<file path="config.mk">
export PLATFORM = sky130hd
export DESIGN_NAME = modulo_varredura_teclado_flat
export DESIGN_NICKNAME = d
export VERILOG_FILES = /design/src/rtl/modulo_varredura_teclado_pkg.sv /design/src/rtl/modulo_varredura_teclado_if.sv /design/src/rtl/modulo_codificador_linha_7.sv /design/src/rtl/modulo_varredura_teclado.sv /design/src/flat_wrapper.sv
export SDC_FILE = /design/constraint.sdc
export NUM_CORES = 1
export LEC_CHECK = 0
export CORE_ASPECT_RATIO = 0.5
export CORE_MARGIN = 2
export CORE_UTILIZATION = 60
export CTS_BUF_LIST = sky130_fd_sc_hd__clkbuf_16
export CTS_CLUSTER_SIZE = 40
export DETAILED_ROUTE_END_ITERATION = 8
export DONT_BUFFER_PORTS = 1
export GPL_TIMING_DRIVEN = 1
export HOLD_SLACK_MARGIN = 0.05
export MAX_ROUTING_LAYER = met4
export PLACE_DENSITY = 0.84
export SLEW_MARGIN = 25
export SYNTH_ARGS = -nofsm -noshare
export SYNTH_HDL_FRONTEND = slang
export SYNTH_SLANG_ARGS = --single-unit
</file>
<file path="constraint.sdc">
create_clock -name clk -period 7.2 [get_ports clk]
set_input_delay 0.72 -clock clk [delete_from_list [all_inputs] [get_ports clk]]
set_output_delay 0.72 -clock clk [all_outputs]
set_load 0.01 [all_outputs]
</file>
<file path="src/rtl/modulo_varredura_teclado_pkg.sv">
// Shared constants and types for the 5x7 key-matrix scanner.
package modulo_varredura_teclado_pkg;

   localparam int unsigned KB_COL_W  = 3;
   localparam int unsigned KB_ROW_W  = 3;
   localparam int unsigned KB_CODE_W = 6;
   localparam int unsigned KB_N_COLS = 5;
   localparam int unsigned KB_N_ROWS = 7;
   localparam int unsigned KB_CNT_W  = 4;

   typedef enum logic [1:0] {
      ST_IDLE     = 2'd0,
      ST_DEBOUNCE = 2'd1,
      ST_PRESSED  = 2'd2,
      ST_RELEASE  = 2'd3
   } kb_state_e;

   typedef enum logic [1:0] {
      FR_NONE   = 2'd0,
      FR_SINGLE = 2'd1,
      FR_MULTI  = 2'd2
   } kb_frame_e;

   typedef struct packed {
      logic                count_is_zero;
      logic                count_is_one;
      logic                count_gt_one;
      logic [KB_ROW_W-1:0] row;
   } kb_row_enc_t;

endpackage

</file>
<file path="src/rtl/modulo_varredura_teclado_if.sv">
// Scan tick, row sense, column drive and key event bundle.
interface modulo_varredura_teclado_if;
   import modulo_varredura_teclado_pkg::*;

   logic                 scan_en;
   logic [KB_N_ROWS-1:0] row_in;
   logic [KB_N_COLS-1:0] col_out;
   logic [KB_CODE_W-1:0] key_code;
   logic                 key_valid;
   logic                 key_held;
   logic                 multi_err;

   modport master (
      input  scan_en, row_in,
      output col_out, key_code, key_valid, key_held, multi_err
   );

   modport slave (
      output scan_en, row_in,
      input  col_out, key_code, key_valid, key_held, multi_err
   );

endinterface

</file>
<file path="src/rtl/modulo_codificador_linha_7.sv">
// Priority encoder over 7 active-high row closures: lowest closed row plus count class.
module modulo_codificador_linha_7
   import modulo_varredura_teclado_pkg::*;
(
   input  logic [KB_N_ROWS-1:0] closed_i,
   output kb_row_enc_t          enc_o
);

   logic [2:0]          cnt;
   logic [KB_ROW_W-1:0] row;

   always_comb begin
      cnt = 3'd0;
      row = '0;
      for (int i = 0; i < int'(KB_N_ROWS); i++) begin
         if (closed_i[i]) begin
            if (cnt == 3'd0) row = KB_ROW_W'(i);
            cnt = cnt + 3'd1;
         end
      end
      enc_o.count_is_zero = (cnt == 3'd0);
      enc_o.count_is_one  = (cnt == 3'd1);
      enc_o.count_gt_one  = (cnt > 3'd1);
      enc_o.row           = row;
   end

endmodule

</file>
<file path="src/rtl/modulo_varredura_teclado.sv">
// 5x7 key-matrix column scanner with frame-level debounce of press and release.
module modulo_varredura_teclado
   import modulo_varredura_teclado_pkg::*;
#(
   parameter int unsigned N_COLS     = KB_N_COLS,
   parameter int unsigned N_ROWS     = KB_N_ROWS,
   parameter int unsigned DEB_FRAMES = 4
)(
   input  logic                   clk,
   input  logic                   clr,
   modulo_varredura_teclado_if.master kb
);

   kb_state_e            state_q, state_d;
   kb_frame_e            acc_res_q, acc_res_d, frame_res;
   logic [KB_COL_W-1:0]  col_q, col_d;
   logic [KB_N_COLS-1:0] col_out_q, col_out_d;
   logic [KB_CODE_W-1:0] acc_code_q, acc_code_d, frame_code;
   logic [KB_CODE_W-1:0] cand_q, cand_d, key_code_q, key_code_d;
   logic [KB_CNT_W-1:0]  cnt_q, cnt_d, cnt_inc;
   logic                 key_valid_q, key_valid_d, key_held_q, key_held_d;
   logic                 multi_err_q, multi_err_d;
   logic                 armed_q;
   logic                 tick, frame_close, deb_done;
   logic [KB_N_ROWS-1:0] closed;
   kb_row_enc_t          enc;

   assign closed = ~kb.row_in[N_ROWS-1:0];

   modulo_codificador_linha_7 u_enc (
      .closed_i (closed),
      .enc_o    (enc)
   );

   // A tick arriving on the first edge after reset release is dropped.
   assign tick        = kb.scan_en && armed_q;
   assign frame_close = tick && (col_q == KB_COL_W'(N_COLS - 1));
   assign cnt_inc     = cnt_q + KB_CNT_W'(1);
   assign deb_done    = (cnt_inc == KB_CNT_W'(DEB_FRAMES));

   // Frame result including the sample being taken this cycle.
   always_comb begin
      frame_res  = acc_res_q;
      frame_code = acc_code_q;
      if (enc.count_gt_one) begin
         frame_res = FR_MULTI;
      end else if (enc.count_is_one) begin
         if (acc_res_q == FR_NONE) begin
            frame_res  = FR_SINGLE;
            frame_code = {col_q, enc.row};
         end else begin
            frame_res = FR_MULTI;
         end
      end
   end

   always_comb begin
      state_d     = state_q;
      col_d       = col_q;
      col_out_d   = col_out_q;
      acc_res_d   = acc_res_q;
      acc_code_d  = acc_code_q;
      cand_d      = cand_q;
      cnt_d       = cnt_q;
      key_code_d  = key_code_q;
      key_held_d  = key_held_q;
      key_valid_d = 1'b0;
      multi_err_d = 1'b0;

      if (tick) begin
         if (frame_close) begin
            col_d      = '0;
            acc_res_d  = FR_NONE;
            acc_code_d = '0;
         end else begin
            col_d      = col_q + KB_COL_W'(1);
            acc_res_d  = frame_res;
            acc_code_d = frame_code;
         end
         col_out_d = ~(KB_N_COLS'(1) << col_d);
      end

      if (frame_close) begin
         unique case (state_q)
            ST_IDLE: begin
               if (frame_res == FR_SINGLE) begin
                  if (DEB_FRAMES == 1) begin
                     state_d     = ST_PRESSED;
                     key_code_d  = frame_code;
                     key_valid_d = 1'b1;
                     key_held_d  = 1'b1;
                  end else begin
                     state_d = ST_DEBOUNCE;
                     cand_d  = frame_code;
                     cnt_d   = KB_CNT_W'(1);
                  end
               end else if (frame_res == FR_MULTI) begin
                  multi_err_d = 1'b1;
               end
            end
            ST_DEBOUNCE: begin
               if (frame_res == FR_SINGLE) begin
                  if (frame_code != cand_q) begin
                     cand_d = frame_code;
                     cnt_d  = KB_CNT_W'(1);
                  end else if (deb_done) begin
                     state_d     = ST_PRESSED;
                     cnt_d       = '0;
                     key_code_d  = cand_q;
                     key_valid_d = 1'b1;
                     key_held_d  = 1'b1;
                  end else begin
                     cnt_d = cnt_inc;
                  end
               end else begin
                  state_d     = ST_IDLE;
                  cnt_d       = '0;
                  multi_err_d = (frame_res == FR_MULTI);
               end
            end
            ST_PRESSED: begin
               if (frame_res == FR_NONE) begin
                  if (DEB_FRAMES == 1) begin
                     state_d    = ST_IDLE;
                     key_held_d = 1'b0;
                  end else begin
                     state_d = ST_RELEASE;
                     cnt_d   = KB_CNT_W'(1);
                  end
               end
            end
            default: begin
               if (frame_res != FR_NONE) begin
                  state_d = ST_PRESSED;
                  cnt_d   = '0;
               end else if (deb_done) begin
                  state_d    = ST_IDLE;
                  cnt_d      = '0;
                  key_held_d = 1'b0;
               end else begin
                  cnt_d = cnt_inc;
               end
            end
         endcase
      end
   end

   always_ff @(posedge clk or negedge clr) begin
      if (!clr) begin
         state_q     <= ST_IDLE;
         col_q       <= '0;
         col_out_q   <= ~KB_N_COLS'(1);
         acc_res_q   <= FR_NONE;
         acc_code_q  <= '0;
         cand_q      <= '0;
         cnt_q       <= '0;
         key_code_q  <= '0;
         key_valid_q <= 1'b0;
         key_held_q  <= 1'b0;
         multi_err_q <= 1'b0;
         armed_q     <= 1'b0;
      end else begin
         state_q     <= state_d;
         col_q       <= col_d;
         col_out_q   <= col_out_d;
         acc_res_q   <= acc_res_d;
         acc_code_q  <= acc_code_d;
         cand_q      <= cand_d;
         cnt_q       <= cnt_d;
         key_code_q  <= key_code_d;
         key_valid_q <= key_valid_d;
         key_held_q  <= key_held_d;
         multi_err_q <= multi_err_d;
         armed_q     <= 1'b1;
      end
   end

   assign kb.col_out   = col_out_q;
   assign kb.key_code  = key_code_q;
   assign kb.key_valid = key_valid_q;
   assign kb.key_held  = key_held_q;
   assign kb.multi_err = multi_err_q;

endmodule

</file>
<file path="src/flat_wrapper.sv">
// flat-port wrapper written by rule: the top's interface ports become plain ports
module modulo_varredura_teclado_flat import modulo_varredura_teclado_pkg::*;
#(
   parameter int unsigned N_COLS     = KB_N_COLS,
   parameter int unsigned N_ROWS     = KB_N_ROWS,
   parameter int unsigned DEB_FRAMES = 4
)
  (clk, clr, kb_scan_en, kb_row_in, kb_col_out, kb_key_code, kb_key_valid, kb_key_held, kb_multi_err);
  modulo_varredura_teclado_if kb_i ();
  input  logic clk;
  input  logic clr;
  input wire logic [$bits(kb_i.scan_en)-1:0] kb_scan_en;
  input wire logic [$bits(kb_i.row_in)-1:0] kb_row_in;
  output wire logic [$bits(kb_i.col_out)-1:0] kb_col_out;
  output wire logic [$bits(kb_i.key_code)-1:0] kb_key_code;
  output wire logic [$bits(kb_i.key_valid)-1:0] kb_key_valid;
  output wire logic [$bits(kb_i.key_held)-1:0] kb_key_held;
  output wire logic [$bits(kb_i.multi_err)-1:0] kb_multi_err;
  assign kb_i.scan_en = kb_scan_en;
  assign kb_i.row_in = kb_row_in;
  assign kb_col_out = kb_i.col_out;
  assign kb_key_code = kb_i.key_code;
  assign kb_key_valid = kb_i.key_valid;
  assign kb_key_held = kb_i.key_held;
  assign kb_multi_err = kb_i.multi_err;
  modulo_varredura_teclado #(.N_COLS(N_COLS), .N_ROWS(N_ROWS), .DEB_FRAMES(DEB_FRAMES)) u_core (.clk(clk), .clr(clr), .kb(kb_i));
endmodule
</file>
==> results.sh <==
export IMPL_status="finished clean"
export IMPL_reg2reg_to="u_core.kb.key_code[3]$_DFFE_PN0P_"
export IMPL_worst_slack_ps=2130
export IMPL_cts_sinks=38
export IMPL_cp_slowest_cell="xor3_2"
export IMPL_start_util_pct=62.2
export IMPL_leakagePower_nw=1.33
export IMPL_most_common_layout_cells="nand2_1, dfrtp_1, inv_1, nor2_1"
export IMPL_whs_ps=125
export IMPL_slew_headroom_pct=60.4
export IMPL_hpwl_mm=4.41
export IMPL_final_core_util_pct=66.0
export IMPL_grt_util_all_layers_pct=25.5
export IMPL_ir_worst_vdd_v=0.000154
export IMPL_antenna_found_initial=0
export IMPL_synth_warnings=0
export IMPL_p_int_mw=0.480
export IMPL_fp_dieH_um=51.8
export IMPL_power_frac_clock_pct=27.6
export IMPL_fin_crit_sh_pct=70.4
export IMPL_min_path_type="in -> async"
export IMPL_critPathKind="in -> reg"
export IMPL_place_gp_congestion=0.906
export IMPL_cts_path_max_buffers=2
export IMPL_root_buffer="clkbuf_16"
export IMPL_numCtsBuffers=5
export IMPL_htree_levels=2
export IMPL_die_w_um=99.6
export IMPL_syn_cell_area_um2=2740
export IMPL_synth_edf_count=0
export IMPL_combinationalPowerShare_pct=32.7
export IMPL_worstPathArrival_ps=5240
export IMPL_wl_mm=6.03
export IMPL_crit_path_max_incr_delay_ps=550
export IMPL_critPathCaptureType="flop"
export IMPL_area_growth_pct=6.12
export IMPL_drv_cap=0
export IMPL_grt_pass1_vias=2146
export IMPL_path_depth=15
export IMPL_first_pass_iters=4
export IMPL_io_buffers=0
export IMPL_async_flop_share_pct=100
export IMPL_ys_flop_type="dfrtp_1"
export IMPL_syn_nets=324
export IMPL_core_area_um2=4400
export IMPL_grt_max_degree=39
export IMPL_dr_first_iter_drc_count=188
export IMPL_pre_cts_slack_ps=1890
export IMPL_timing_rr_start="u_core.acc_res_q[0]$_DFFE_PN0P_"
export IMPL_p_sw_mw=0.282
export IMPL_cp_num_buf_inv=2
export IMPL_fin_worst_skew_ps=4.93
export IMPL_rsz0062_at_grt="false"
export IMPL_power_mw=0.762
export IMPL_layout_nets=321
export IMPL_rows=17
export IMPL_boundaryPins=24
export IMPL_swShare_pct=37.0
export IMPL_post_cts_resized=0
export IMPL_crit_top_cell="ha_1"
export IMPL_overflow=0
export IMPL_clk_pin_slew_ps=60
export IMPL_crit_path_start_kind="input pin"
export IMPL_synth_seq_area_share_pct=34.9
export IMPL_p_seq_share_pct=39.8
export IMPL_drive_gt1_share_pct=10.2
export IMPL_avgSynthCellArea_um2=9.23
export IMPL_startpoint="kb_row_in[1]"
export IMPL_vias_per_cell=6.29
export IMPL_post_route_min_period_ps=5070
export IMPL_r2r_setup_slack_ps=4130
export IMPL_finalSetupTns_ps=0
export IMPL_finalMaxSlewViolations=0
export IMPL_worst_slew_pin_transition_ps=590
export IMPL_fmax_ghz=0.197
export IMPL_crit_family="compound AO/OA/AOI/OAI gates"
export IMPL_crit_fanout=7
export IMPL_cts_hold_buf=0
export IMPL_grt_pass1_wl_mm=9.82
export IMPL_num_antenna_cells=0
export IMPL_cts_setup_buffers=0
export IMPL_die_area_um2=5160
export IMPL_cts_tree="built"
export IMPL_path_cells="inv_1 -> ha_1 -> xor3_2 -> ha_1 -> o21ai_0 -> ha_1 -> a2bb2oi_1 -> inv_1 -> ha_1 -> xnor2_1 -> o21ai_1 -> mux2_2 -> a211oi_4 -> nand3_2 -> mux2_2"
export IMPL_worstSkewPairLatency_ps=290
export IMPL_final_setup_viol_count=0
export IMPL_wl_per_cell_um=17.1
export IMPL_route_vias_total=2214
export IMPL_ys_ff_latch=38
export IMPL_syn_inst=297
export IMPL_crit_required_ps=7370
export IMPL_drc=0
export IMPL_hold_viol=0
export IMPL_ant_nets=0
export IMPL_reg2reg_depth=9
export IMPL_post_synth_num_cell_types=65
export IMPL_p_per_area_nw_per_um2=262
==> stage by stage <==
stage,instance area (um2),std cells
after floorplan,2740,297
final,2910,352
after CTS,2910,352
after global placement,2770,344
after detailed placement,2770,344
after global routing,2910,352
==> kinds of logic (layout without fill, tap and decap cells) <==
| group | Yosys count | in the layout | synth area share, % |
|---|---|---|---|
| fa+ha+maj | 17 | 17 | 7.76 |
| compound gates | 81 | 81 | 22.0 |
| mux | 20 | 20 | 7.85 |
| simple gates | 94 | 94 | 16.7 |
| buf+inv | 29 | 27 | 4.11 |
| xor+xnor | 17 | 17 | 6.53 |
| other cells | 1 | 1 | 0.137 |
| flops | 38 | 38 | 34.9 |
==> state kept, by name, indices dropped and copies added (netlist names) <==
register	cells
u_core.state_q	2
u_core.kb.key_held	1
u_core.acc_res_q	2
u_core.kb.multi_err	1
u_core.kb.key_code	6
u_core.armed_q	1
u_core.col_q	3
u_core.acc_code_q	6
u_core.cand_q	6
u_core.kb.key_valid	1
u_core.cnt_q	4
u_core.kb.col_out	5
==> metal layers <==
layer,vias up,wire length (um),track usage [%]
li1,1063,-,-
met1,1073,2690,31.8
met2,72,2910,41.0
met3,6,364,6.99
met4,0,68,8.68
met5,-,0,-
==> layout make-up <==
cell class / count / area (um2)
clock buffer: 5 / 125
clock inverter: 3 / 12.5
fill: 329 / 1500
inverter: 19 / 71.3
multi-input combinational: 230 / 1670
sequential: 38 / 956
tap: 57 / 71.3
==> how the worst max path moves through the flow <==
stage                                        end
2_1_floorplan       u_core.cand_q[0]$_DFFE_PN0P_
3_3_place_gp   u_core.kb.key_code[5]$_DFFE_PN0P_
3_5_place_dp   u_core.kb.key_code[0]$_DFFE_PN0P_
4_1_cts             u_core.cand_q[5]$_DFFE_PN0P_
5_1_grt        u_core.kb.key_code[0]$_DFFE_PN0P_
6_report       u_core.kb.key_code[3]$_DFFE_PN0P_
==> power by group through the flow <==
| stage | sequential (mW) | clock [mW] | combinational (mW) |
|---|---|---|---|
| 6_report | 0.303 | 0.210 | 0.249 |
| 3_3_place_gp | 0.304 | 0 | 0.230 |
| 3_5_place_dp | 0.306 | 0 | 0.241 |
| 2_1_floorplan | 0.290 | 0 | 0.205 |
| 4_1_cts | 0.303 | 0.210 | 0.247 |
| 5_1_grt | 0.308 | 0.222 | 0.276 |
==> cells in the mapped netlist (3+ instances only) <==
master,instances,share of area [%]
a21oi_1,15,2.7
a211oi_1,3,0.82
clkbuf_1,5,0.69
ha_1,17,7.8
a31oi_1,4,0.91
nand3_1,6,1.1
nor2b_1,8,1.8
nand2_1,34,4.7
dfstp_2,4,3.8
nor2_1,19,2.6
o31ai_1,3,0.82
and3_1,3,0.69
o211ai_1,3,0.82
o21ai_0,17,3.1
nor3_1,7,1.3
xnor2_1,8,2.6
mux2i_1,8,2.9
buf_2,3,0.55
a22o_1,4,1.3
dfrtp_1,34,31
inv_1,18,2.5
mux2_2,12,4.9
xor2_1,7,2.2
and2_1,3,0.69
==> worst reg2reg max path: cells and delay by family (launching register included) <==
kind / cells / cell delay (ps)
DFF: 1 / 440
AOI/OAI and AO/OA: 2 / 860
and+or+nand+nor: 4 / 700
buffers and inverters: 1 / 150
muxes: 2 / 800
Note: power is estimated with default switching activity, not from simulation.
